$ cat src/rtl/spi_master_sched_if.sv
// Bundle of client handshake and SPI pins for spi_master_sched.
// The master modport is the scheduler side; the slave modport is the
// combined view of the local clients and the external SPI slave.
interface spi_master_sched_if #(
    parameter int FRAME_W = 16
);
    logic [1:0]         req;
    logic [FRAME_W-1:0] tx_data0;
    logic [FRAME_W-1:0] tx_data1;
    logic [1:0]         grant;
    logic [1:0]         done;
    logic [FRAME_W-1:0] rx_data;
    logic               busy;
    logic               sclk;
    logic               ss;
    logic               mosi;
    logic               miso;

    modport master (
        input  req, tx_data0, tx_data1, miso,
        output grant, done, rx_data, busy, sclk, ss, mosi
    );

    modport slave (
        output req, tx_data0, tx_data1, miso,
        input  grant, done, rx_data, busy, sclk, ss, mosi
    );
endinterface

$ cat src/rtl/spi_master_sched.sv
// spi_master_sched: SPI master (mode 0 style, idle-low sclk) with a
// two-client scheduler. One frame at a time, MSB first, returned word
// captured on falling sclk edges.
// Optional feature: define SPI_RR_ARB_EN for round-robin tie breaking;
// without it client 0 always wins a tie.
// All outputs are registered.
module spi_master_sched #(
    parameter int FRAME_W = 16,
    parameter int CLK_DIV = 4,
    parameter int CS_GAP  = 2
) (
    input  logic               clk,
    input  logic               rst_n,
    spi_master_sched_if.master bus
);

    localparam int HW = $clog2(CLK_DIV) + 1;
    localparam int BW = (FRAME_W > 1) ? $clog2(FRAME_W) : 1;
    localparam int GW = $clog2(CS_GAP) + 1;

    localparam logic [HW-1:0] HALF_LAST = HW'(CLK_DIV - 1);
    localparam logic [BW-1:0] BIT_LAST  = BW'(FRAME_W - 1);
    // The IDLE cycle that follows GAP also keeps ss high, so GAP itself
    // only needs CS_GAP-1 cycles to give exactly CS_GAP high cycles.
    localparam logic [GW-1:0] GAP_LAST  = GW'(CS_GAP - 2);

    localparam logic [2:0] S_IDLE  = 3'd0;
    localparam logic [2:0] S_SETUP = 3'd1;
    localparam logic [2:0] S_SHIFT = 3'd2;
    localparam logic [2:0] S_HOLD  = 3'd3;
    localparam logic [2:0] S_GAP   = 3'd4;

    logic [2:0]         r_state;
    logic [HW-1:0]      r_halfCnt;
    logic [BW-1:0]      r_bitCnt;
    logic [GW-1:0]      r_gapCnt;
    logic [FRAME_W-1:0] r_txShift;
    logic [FRAME_W-1:0] r_rxShift;
    logic               r_grantIdx;
    logic [1:0]         r_grant;
    logic [1:0]         r_done;
    logic [FRAME_W-1:0] r_rxData;
    logic               r_busy;
    logic               r_sclk;
    logic               r_ss;
    logic               r_mosi;

    logic               w_pick;
    logic               w_tiePick;
    logic               w_frameEnd;
    logic [FRAME_W-1:0] w_txSel;

    assign w_frameEnd = (r_state == S_HOLD) && (r_halfCnt == HALF_LAST);

`ifdef SPI_RR_ARB_EN
    logic r_lastServed;

    // Remember the client served last; starts as 1 so client 0 wins the first tie
    always_ff @(posedge clk or negedge rst_n) begin
        if (!rst_n) begin
            r_lastServed <= 1'b1;
        end else if (w_frameEnd) begin
            r_lastServed <= r_grantIdx;
        end
    end

    assign w_tiePick = ~r_lastServed;
`else
    assign w_tiePick = 1'b0;
`endif

    // Choose the winning client from the current request pattern
    always_comb begin
        w_pick = 1'b0;
        case (bus.req)
            2'b10:   w_pick = 1'b1;
            2'b11:   w_pick = w_tiePick;
            default: w_pick = 1'b0;
        endcase
    end

    assign w_txSel = w_pick ? bus.tx_data1 : bus.tx_data0;

    // Frame sequencer: arbitration, bit timing, shifting and completion
    always_ff @(posedge clk or negedge rst_n) begin
        if (!rst_n) begin
            r_state    <= S_IDLE;
            r_halfCnt  <= '0;
            r_bitCnt   <= '0;
            r_gapCnt   <= '0;
            r_txShift  <= '0;
            r_rxShift  <= '0;
            r_grantIdx <= 1'b0;
            r_grant    <= 2'b00;
            r_done     <= 2'b00;
            r_rxData   <= '0;
            r_busy     <= 1'b0;
            r_sclk     <= 1'b0;
            r_ss       <= 1'b1;
            r_mosi     <= 1'b0;
        end else begin
            r_done <= 2'b00;
            case (r_state)
                S_IDLE: begin
                    if (|bus.req) begin
                        r_state    <= S_SETUP;
                        r_busy     <= 1'b1;
                        r_grantIdx <= w_pick;
                        r_grant    <= w_pick ? 2'b10 : 2'b01;
                        r_txShift  <= w_txSel;
                        r_mosi     <= w_txSel[FRAME_W-1];
                        r_ss       <= 1'b0;
                        r_sclk     <= 1'b0;
                        r_halfCnt  <= '0;
                        r_bitCnt   <= BIT_LAST;
                    end else begin
                        r_grant <= 2'b00;
                    end
                end
                S_SETUP: begin
                    if (r_halfCnt == HALF_LAST) begin
                        r_halfCnt <= '0;
                        r_state   <= S_SHIFT;
                    end else begin
                        r_halfCnt <= r_halfCnt + 1'b1;
                    end
                end
                S_SHIFT: begin
                    if (r_halfCnt == HALF_LAST) begin
                        r_halfCnt <= '0;
                        r_sclk    <= ~r_sclk;
                        if (r_sclk) begin
                            r_rxShift <= {r_rxShift[FRAME_W-2:0], bus.miso};
                            if (r_bitCnt == '0) begin
                                r_state <= S_HOLD;
                            end else begin
                                r_bitCnt  <= r_bitCnt - 1'b1;
                                r_txShift <= r_txShift << 1;
                                r_mosi    <= r_txShift[FRAME_W-2];
                            end
                        end
                    end else begin
                        r_halfCnt <= r_halfCnt + 1'b1;
                    end
                end
                S_HOLD: begin
                    if (w_frameEnd) begin
                        r_halfCnt <= '0;
                        r_ss      <= 1'b1;
                        r_mosi    <= 1'b0;
                        r_rxData  <= r_rxShift;
                        r_done    <= r_grantIdx ? 2'b10 : 2'b01;
                        r_gapCnt  <= '0;
                        if (CS_GAP > 1) begin
                            r_state <= S_GAP;
                        end else begin
                            r_state <= S_IDLE;
                            r_busy  <= 1'b0;
                        end
                    end else begin
                        r_halfCnt <= r_halfCnt + 1'b1;
                    end
                end
                S_GAP: begin
                    r_grant <= 2'b00;
                    if (r_gapCnt == GAP_LAST) begin
                        r_state <= S_IDLE;
                        r_busy  <= 1'b0;
                    end else begin
                        r_gapCnt <= r_gapCnt + 1'b1;
                    end
                end
                default: begin
                    r_state <= S_IDLE;
                    r_busy  <= 1'b0;
                    r_ss    <= 1'b1;
                    r_sclk  <= 1'b0;
                end
            endcase
        end
    end

    assign bus.grant   = r_grant;
    assign bus.done    = r_done;
    assign bus.rx_data = r_rxData;
    assign bus.busy    = r_busy;
    assign bus.sclk    = r_sclk;
    assign bus.ss      = r_ss;
    assign bus.mosi    = r_mosi;

endmodule
$ cat src/flat_wrapper.sv
// flat-port wrapper written by rule: the top's interface ports become plain ports
module spi_master_sched_flat 
#(
    parameter int FRAME_W = 16,
    parameter int CLK_DIV = 4,
    parameter int CS_GAP  = 2
)
  (clk, rst_n, bus_req, bus_tx_data0, bus_tx_data1, bus_miso, bus_grant, bus_done, bus_rx_data, bus_busy, bus_sclk, bus_ss, bus_mosi);
  spi_master_sched_if #(.FRAME_W(FRAME_W)) bus_i ();
  input  logic clk;
  input  logic rst_n;
  input wire logic [$bits(bus_i.req)-1:0] bus_req;
  input wire logic [$bits(bus_i.tx_data0)-1:0] bus_tx_data0;
  input wire logic [$bits(bus_i.tx_data1)-1:0] bus_tx_data1;
  input wire logic [$bits(bus_i.miso)-1:0] bus_miso;
  output wire logic [$bits(bus_i.grant)-1:0] bus_grant;
  output wire logic [$bits(bus_i.done)-1:0] bus_done;
  output wire logic [$bits(bus_i.rx_data)-1:0] bus_rx_data;
  output wire logic [$bits(bus_i.busy)-1:0] bus_busy;
  output wire logic [$bits(bus_i.sclk)-1:0] bus_sclk;
  output wire logic [$bits(bus_i.ss)-1:0] bus_ss;
  output wire logic [$bits(bus_i.mosi)-1:0] bus_mosi;
  assign bus_i.req = bus_req;
  assign bus_i.tx_data0 = bus_tx_data0;
  assign bus_i.tx_data1 = bus_tx_data1;
  assign bus_i.miso = bus_miso;
  assign bus_grant = bus_i.grant;
  assign bus_done = bus_i.done;
  assign bus_rx_data = bus_i.rx_data;
  assign bus_busy = bus_i.busy;
  assign bus_sclk = bus_i.sclk;
  assign bus_ss = bus_i.ss;
  assign bus_mosi = bus_i.mosi;
  spi_master_sched #(.FRAME_W(FRAME_W), .CLK_DIV(CLK_DIV), .CS_GAP(CS_GAP)) u_core (.clk(clk), .rst_n(rst_n), .bus(bus_i));
endmodule
$ cat config.mk
export PLATFORM = sky130hd
export DESIGN_NAME = spi_master_sched_flat
export DESIGN_NICKNAME = d
export VERILOG_FILES = /design/src/rtl/spi_master_sched_if.sv /design/src/rtl/spi_master_sched.sv /design/src/flat_wrapper.sv
export SDC_FILE = /design/constraint.sdc
export NUM_CORES = 1
export LEC_CHECK = 0
export BUFFER_PORTS_ARGS = -buffer_cell sky130_fd_sc_hd__buf_4
export CAP_MARGIN = 5
export CELL_PAD_IN_SITES_DETAIL_PLACEMENT = 0
export CELL_PAD_IN_SITES_GLOBAL_PLACEMENT = 1
export CORE_ASPECT_RATIO = 0.8
export CORE_UTILIZATION = 46
export CTS_CLUSTER_SIZE = 16
export DETAILED_ROUTE_END_ITERATION = 6
export PLACE_DENSITY = 0.82
export SLEW_MARGIN = 30
export SYNTH_ARGS = -nofsm -noshare
export SYNTH_HDL_FRONTEND = slang
export SYNTH_SLANG_ARGS = --single-unit
$ cat constraint.sdc
create_clock -name clk -period 2.7 [get_ports clk]
set_input_delay 0.27 -clock clk [delete_from_list [all_inputs] [get_ports clk]]
set_output_delay 0.27 -clock clk [all_outputs]
set_load 0.05 [all_outputs]
==> metrics.cfg, run 1 <==
[run_status]
status=completed

[power_and_ir_drop]
finalPower_w=0.00334
power_density_nw_per_um2=890
power.sequential.fraction_pct=44.8
p_leak_nw=1.80
combPwrFrac_pct=32.8
peakVddDrop_mv=0.365
p_int_w=0.00213
switching_share_pct=36.2
clockPowerShare_pct=22.4
power.net_switching_w=0.00121

[grt]
antenna_found_initial=0
grt_pass1_wl_um=9820
grt_pass1_vias=2025
grtUsageTotal_pct=18.3
overflow=0
grt_start_max_net_pins=69

[flow_run]
max_cap_viol_count=0

[floorplanning]
ios=61
core-area_sq_um=6440
initial_core_util_pct=47.9
die_h_um=75.2
dieArea_sq_um=7040
num_rows=26
die_w_um=93.5

[synth]
yosysTopAreaCell=dfrtp_1
synth-seq-cells=68
synth_edf_count=0
synth_top_area_share_pct=54.4
synth_fp_nets=301
synth_area_sq_um=3080
synthFlopType=dfrtp_1
synth_area_leaders=dfrtp_1, mux2_2, nand2_1
ys_seq_area_share_pct=55.2
synthCells=261
ys_warn_count=0
ys_async_sr_fraction_pct=100
ys_types=48
syn_avg_cell_area_sq_um=11.8

[sta]
max_slew_margin_pct=44.3
fin_skew_ns=0.0115
slew_violations=0
fin_crit_ns=2.07
setup_slack_ns=0.630
hold_viol_final=0
max_freq_mhz=483
rsz0062_at_grt=no
whs_ns=0.0138
worstMarginPinSlew_ns=0.835
fin_tns_setup_ns=0
finalCritPeriodShare_pct=76.7
final-setup-viol-count=0

[drt]
first_pass_iters=4
vias=2173
initialDrtViolationCount=125
routed_wl_um=5800
avgViaCountPerCell=5.31
drc=0
ant_nets=0
routedWlPerCell_um=14.2

[placed_design]
portBuffers=60
postPlaceCellArea_sq_um=3580
gp_congestion=0.736
hpwl_um=3940
place_ws_ns=0.635

[worst_setup_path]
startpoint_type=flip-flop
end_kind=flip-flop
critPathKind=reg2reg
r2r-start=u_core.r_state[1]
critPathRequiredTime_ns=2.88
crit_path_start=u_core.r_state[1]
cp_max_fo=17
r2r_cells=4
worstPathArrival_ns=2.25

[clocking]
cts_num_sinks=68
cts_tree=done
cts_buffers=9
clkTransAtPathRegs_ns=0.07
cts_setup_buffers=0
ctsResizeCount=0
cts_buffer_depth=2
ctsRootBufferMaster=clkbuf_8
clock_latency_ns=0.35
postCtsHoldBufs=0
htreeDepth=3

[cells_and_area]
area_delta_synth_final_pct=21.8
layout.nets=360
layout-drive-gt1-share_pct=40.6
diodes=0
stdcell_area_sq_um=3760

[hold_path]
hold_class=in2async

through the flow:
stage	std cells	utilization, %
6_report	409	58.3
5_1_grt	409	58.3
4_1_cts	409	58.3
3_5_place_dp	393	55.6
3_3_place_gp	393	55.6
2_1_floorplan	261	-
placed cells by master, fill, tap and decap left out, drive strengths merged, types with 5 or more instances in the layout:
cell / Yosys / final
nor2: 13 / 13
o21ai: 7 / 7
dfrtp: 67 / 67
nand3: 16 / 16
mux2: 35 / 35
o221a: 14 / 14
nand2: 35 / 35
buf: 11 / 64
nor3: 5 / 5
inv: 7 / 8
clkbuf: 5 / 11
a21oi: 7 / 7
cells in the mapped netlist, drive strengths merged, types with 2 or more instances:
| library cell | count |
|---|---|
| inv | 7 |
| o21a | 2 |
| o21ai | 7 |
| and3 | 2 |
| buf | 11 |
| a21oi | 7 |
| nor3 | 5 |
| o221a | 14 |
| nand2b | 2 |
| nand2 | 35 |
| mux2 | 35 |
| a31oi | 2 |
| a211oi | 2 |
| dfrtp | 67 |
| nand3 | 16 |
| nor2 | 13 |
| a22o | 3 |
| and2 | 2 |
| ha | 3 |
| mux2i | 2 |
| clkbuf | 5 |
| o22ai | 2 |
kinds of logic after synthesis:
kind of cell / Yosys count / synth area share [%]
compound gates: 47 / 12.6
xor+xnor: 1 / 0.284
mux: 37 / 13.4
buf+inv: 23 / 3.77
fa+ha+maj: 3 / 1.22
flops: 68 / 55.2
simple gates: 82 / 13.5
power by group through the flow:
stage	logic [W]	registers [W]	clock network, W
floorplan	0.000746	0.00159	0
global placement	0.00109	0.00150	0
detailed placement	0.00112	0.00151	0
CTS	0.00111	0.00150	0.000770
global route	0.00121	0.00153	0.000815
finish	0.00110	0.00150	0.000748
final cells by class:
cell class / count / area [sq um]
multi-input combinational: 170 / 1260
clock inverter: 5 / 36.3
inverter: 7 / 26.3
timing repair buffer: 64 / 480
tap: 84 / 105
sequential: 68 / 1700
fill: 580 / 2690
clock buffer: 11 / 141
per-layer routing:
metal | track usage, % | up-vias | share of wire, %
met5 | 0 | - | 0
met4 | 5.13 | 0 | 0.64
met3 | 6.87 | 4 | 4.7
met2 | 27.4 | 49 | 45
met1 | 25.2 | 1060 | 50
li1 | - | 1060 | -
worst paths after layout:
kind                            slack, ns             endpoint
max in group asynchronous            2.12  u_core.r_txShift[7]
worst max-delay path                 0.63   u_core.r_bitCnt[1]
min in group clk                     0.15    u_core.r_grantIdx
worst min register to register       0.48   u_core.r_gapCnt[0]
worst min-delay path                 0.01    u_core.r_grantIdx
worst max register to register       0.63   u_core.r_bitCnt[1]
flip-flops by register name, indices dropped and copies added, names as in the netlist:
name                cells
u_core.r_gapCnt         2
u_core.bus.mosi         1
u_core.r_rxShift       16
u_core.r_state          3
u_core.bus.grant        2
u_core.bus.ss           1
u_core.r_halfCnt        3
u_core.r_txShift       15
u_core.bus.sclk         1
u_core.r_bitCnt         4
u_core.r_grantIdx       1
u_core.bus.done         2
u_core.bus.rx_data     16
u_core.bus.busy         1
worst max-delay path: stages, from the launching register on:
cell and delay (ns):
dfrtp_1 0.63, nand4b_2 0.21, o22ai_2 0.31, and2_1 0.56
a41oi_1 0.20
No activity file was read; power rests on OpenSTA's default activity.
==> run 2, diff against run 1 <==
- ABC_AREA: not set -> 1
- CORE_UTILIZATION: 46 -> 37
- PLACE_DENSITY: 0.82 -> 0.75
- clock period: 2.7 -> 1.7 ns (I/O delays scaled with it)
==> metrics.cfg, run 2 <==
[run_status]
status=completed

[cells_and_area]
multi_input_area_sq_um=1340
final_common_cell=nand2_1
post-route-util_pct=49.5
area_delta_synth_final_pct=27.2
layout_common_cells=nand2_1, buf_4, dfrtp_1
final_cell_count_no_fill=617
seq_area_sq_um=1700
layout.nets=540
nFillCells=869
diodes=0
layout-drive-gt1-share_pct=21.2

[sta]
max_freq_mhz=649
hold_viol_final=0
rsz0062_at_grt=yes
final-setup-viol-count=0
max_slew_margin_pct=67.9
worstMarginPinSlew_ns=0.482
fin_crit_ns=1.54
slew_violations=0
finalCritPeriodShare_pct=90.6
whs_ns=0.0955
fin_skew_ns=0.00658

[clocking]
cts_buffers=9
cts_buffer_depth=2
ctsRootBufferMaster=clkbuf_16
clock_latency_ns=0.33
cts_num_sinks=68
cts_tree=done
htreeDepth=3
clkTransAtPathRegs_ns=0.06
cts_setup_buffers=0

[worst_setup_path]
cp_max_fo=32
crit_path_start=u_core.r_state[2]
worstPathArrival_ns=1.77
cp_top_family=simple AND/OR/NAND/NOR gates
end_kind=flip-flop
max_stage_delay_ns=0.46
timing.rr.end=u_core.r_rxShift[14]
cpMaxStageDelayCell=dfrtp_2
critPathKind=reg2reg
path_buf_inv=1
startpoint_type=flip-flop
r2r-start=u_core.r_state[2]
critPathRequiredTime_ns=1.93
path_cells=inv_2, nand2_2, nor2_4, nand3_4, o21ai_0
ff2ff_setup_slack_ns=0.16
r2r_cells=5

[floorplanning]
num_rows=30
die_w_um=109
core-area_sq_um=8670
ios=61
die_h_um=87.4
dieArea_sq_um=9500
initial_core_util_pct=38.9

[synth]
ys_warn_count=0
ys_async_sr_fraction_pct=100
ys_types=31
synth_area_sq_um=3370
synth_edf_count=0
synth_area_leaders=dfrtp_1, nand2_1, inv_1
synthCells=434
synth_top_area_share_pct=49.7
synthFlopType=dfrtp_1
netlist_top_cells_count=nand2_1, dfrtp_1, inv_1
ys_seq_area_share_pct=50.5
yosysTopAreaCell=dfrtp_1
synth-seq-cells=68
synth_fp_nets=474
syn_avg_cell_area_sq_um=7.77
synth_most_common_cell=nand2_1

[power_and_ir_drop]
power.net_switching_w=0.00271
power.sequential.fraction_pct=33.6
peakVddDrop_mv=1.07
p_leak_nw=2.29
combPwrFrac_pct=38.3
switching_share_pct=39.8
power_density_nw_per_um2=1590
p_int_w=0.00411
clockPowerShare_pct=28.0

[placed_design]
dp.cells=600
gp_congestion=0.791
portBuffers=60
hpwl_um=5180

[drt]
first_pass_iters=4
routed_wl_um=7350
ant_nets=0
avgViaCountPerCell=4.51
vias=2782
initialDrtViolationCount=139
drc=0
routedWlPerCell_um=11.9

[grt]
grt_pass1_wl_um=12400
overflow=0
grt_start_max_net_pins=36
grtUsageTotal_pct=17.0
grt_pass1_vias=2578
antenna_found_initial=0

[hold_path]
hold_class=in2reg
min-delay-start=bus_miso
hold_path_depth=3
hold_end=u_core.r_rxShift[0]

[flow_run]
max_cap_viol_count=0

## run 2: how the worst max path moves through the flow
stage / to / depth (start not counted)
after floorplan: u_core.r_bitCnt[2] / 6
after global placement: u_core.bus.mosi / 8
after detailed placement: u_core.r_rxShift[14] / 5
after CTS: u_core.r_rxShift[10] / 5
after global routing: u_core.r_rxShift[14] / 6
final: u_core.r_rxShift[14] / 5
## run 2: stage by stage
| step | power (W) | instance area, sq um | TNS (ns) | worst slack [ns] |
|---|---|---|---|---|
| 2_1_floorplan | 0.00426 | 3370 | 0 | 0.0661 |
| 3_3_place_gp | 0.00490 | 3950 | 0 | 0.0981 |
| 3_5_place_dp | 0.00492 | 3950 | 0 | 0.117 |
| 4_1_cts | 0.00687 | 4270 | 0 | 0.0978 |
| 5_1_grt | 0.00731 | 4290 | -0.0386 | -0.0164 |
| 6_report | 0.00682 | 4290 | 0 | 0.159 |
## run 2: worst min-delay path, delay by kind of cell
kind | cells | cell delay, ns
AO/OA/AOI/OAI | 1 | 0.10
buffers and inverters | 1 | 0.08
AND/OR/NAND/NOR | 1 | 0.03
## run 2: per-layer routing
layer  share of wire, %  global-route usage [%]  routed length, um  up-vias
met2                 45                    26.2               3320       31
met1                 51                    24.0               3770     1270
met4               0.37                    3.32                 27        0
li1                   -                       -                  -     1477
met5                  0                       0                  0        -
met3                3.2                    4.49                232        4
## run 2: power groups by stage
stage	clock, W	sequential (W)	combinational (W)
2_1_floorplan	0	0.00260	0.00167
3_3_place_gp	0	0.00232	0.00258
3_5_place_dp	0	0.00231	0.00261
4_1_cts	0.00196	0.00230	0.00261
5_1_grt	0.00202	0.00234	0.00294
6_report	0.00191	0.00229	0.00261
## run 2: repair_timing
action | in CTS | in global routing
endpoints found under the setup margin | 0 | 40
resized for setup | 0 | 8
hold endpoints to repair | 33 | 0
hold buffers | 1 | 0
## run 2: cell type report
class | instances | share of cell area (%)
clock inverter | 7 | 1.92
tap | 112 | 3.27
timing repair buffer | 71 | 12.9
inverter | 66 | 5.77
clock buffer | 9 | 5.25
sequential | 68 | 39.7
multi-input combinational | 284 | 31.2
## run 2: cells by family after synthesis
logic type / after synthesis / share of synthesized area, %
AOI/OAI and AO/OA: 54 / 8.94
adders and majority gates: 3 / 1.11
buffers and inverters: 82 / 10.3
DFF: 68 / 50.5
muxes: 2 / 0.631
and+or+nand+nor: 225 / 28.6
==> run 3, diff against run 2 <==
- CORE_ASPECT_RATIO: 0.8 -> not set
==> metrics.cfg, run 3 (synthesis results as in run 2) <==
[cells_and_area]
diodes=0
multi_input_area_sq_um=1330
layout_common_cells=nand2_1, buf_4, dfrtp_1
nFillCells=870
seq_area_sq_um=1700
area_delta_synth_final_pct=25.1
layout.nets=539
stdcell_area_sq_um=4220
final_common_cell=nand2_1
layout-drive-gt1-share_pct=20.4

[sta]
rsz0062_at_grt=no
fin_skew_ns=0.00912
worstMarginPinSlew_ns=0.508
max_slew_margin_pct=66.1
finalCritPeriodShare_pct=92.8
setup_slack_ns=0.122
fin_tns_setup_ns=0
max_freq_mhz=634
final-setup-viol-count=0
hold_viol_final=0
fin_crit_ns=1.58
slew_violations=0

[placed_design]
portBuffers=60
postPlaceCellArea_sq_um=3950
hpwl_um=4920
place_ws_ns=0.131
gp_congestion=0.802

[worst_setup_path]
r2r_cells=8
critPathRequiredTime_ns=1.94
end_kind=flip-flop
startpoint_type=flip-flop
r2r-start=u_core.r_bitCnt[0]
cp_max_fo=14
worstPathArrival_ns=1.81
critPathKind=reg2reg
timing.rr.end=u_core.r_txShift[1]
ff2ff_setup_slack_ns=0.12

[power_and_ir_drop]
p_leak_nw=2.27
finalPower_w=0.00651
peakVddDrop_mv=0.467
power_density_nw_per_um2=1540

[clocking]
cts_setup_buffers=0
clock_latency_ns=0.35
ctsRootBufferMaster=clkbuf_8
cts_num_sinks=68
cts_buffers=9
htreeDepth=3
cts_tree=done
clkTransAtPathRegs_ns=0.07
cts_buffer_depth=2

[grt]
grt_start_max_net_pins=40
antenna_found_initial=0
overflow=0
grt_pass1_wl_um=12400
grt_pass1_vias=2704
grtUsageTotal_pct=16.1

[drt]
drc=0
routedWlPerCell_um=11.4
first_pass_iters=4
ant_nets=0
avgViaCountPerCell=4.57
routed_wl_um=7000
vias=2799
initialDrtViolationCount=124

[hold_path]
min-delay-start=bus_miso
hold_path_depth=3
hold_class=in2reg
hold_end=u_core.r_rxShift[0]

[floorplanning]
ios=61
dieArea_sq_um=9500
die_h_um=97.5
initial_core_util_pct=38.5
die_w_um=97.5
num_rows=34
core-area_sq_um=8760

[flow_run]
max_cap_viol_count=0

[run_status]
status=completed

==> run 3: cell count changes in the layout (fill, tap and decap cells not counted), sizes merged <==
cell / previous run / this run
clkinv: 0 / 2
buf: 70 / 69
clkinvlp: 2 / 1
clkbuf: 9 / 10
bufinv: 1 / 3
inv: 70 / 66
==> run 3: final cells by class <==
cell class / count / area share (%)
sequential: 68 / 40.3
timing repair buffer: 70 / 13.1
multi-input combinational: 284 / 31.6
tap: 108 / 3.20
clock buffer: 10 / 3.26
clock inverter: 6 / 2.64
inverter: 66 / 5.87
==> run 3: worst max-delay path, stage by stage (launching register included) <==
cell	delay (ns)
dfrtp_1	0.38
inv_1	0.11
ha_1	0.19
nand3_1	0.12
nor2_1	0.22
nor2_4	0.09
buf_4	0.20
nand3_1	0.11
nand2_1	0.05
==> run 3: worst max path at each step <==
| stage | depth (start not counted) | start | endpoint | slack, ns |
|---|---|---|---|---|
| after floorplan | 6 | u_core.bus.sclk | u_core.r_bitCnt[2] | 0.07 |
| after global placement | 8 | u_core.r_bitCnt[0] | u_core.r_bitCnt[0] | 0.12 |
| after detailed placement | 8 | u_core.r_bitCnt[0] | u_core.r_bitCnt[3] | 0.13 |
| after CTS | 8 | u_core.r_bitCnt[0] | u_core.r_bitCnt[3] | 0.11 |
| after global routing | 8 | u_core.r_bitCnt[1] | u_core.r_txShift[1] | 0.003 |
| final | 8 | u_core.r_bitCnt[0] | u_core.r_txShift[1] | 0.12 |
==> run 3: per-stage QoR <==
stage          instances  hold slack (ns)  util, %
2_1_floorplan        434           -0.126        -
3_3_place_gp         595            0.179     45.1
3_5_place_dp         595            0.184     45.1
4_1_cts              612           0.0793     48.1
5_1_grt              612           0.0757     48.2
6_report             612           0.0906     48.2
==> run 3: routing by layer <==
layer,vias up,GRT usage [%],routed length (um)
met3,9,4.46,373
met1,1262,21.8,3390
met5,-,0,0
met4,0,5.77,99
li1,1470,-,-
met2,58,24.6,3140
==> run 3: timing repair <==
action	in CTS	in global routing
setup endpoints to repair	0	14
gates resized for setup	0	1
hold buffers	1	0
hold endpoints to repair	37	0
==> run 3: where the power goes <==
part	switching (W)	internal, W	leakage (nW)	total, W
combinational	0.00168	0.000893	1.26	0.00257
sequential	0.000255	0.00204	0.892	0.00229
clock	0.000631	0.00101	0.122	0.00165
total	0.00256	0.00394	2.27	0.00651
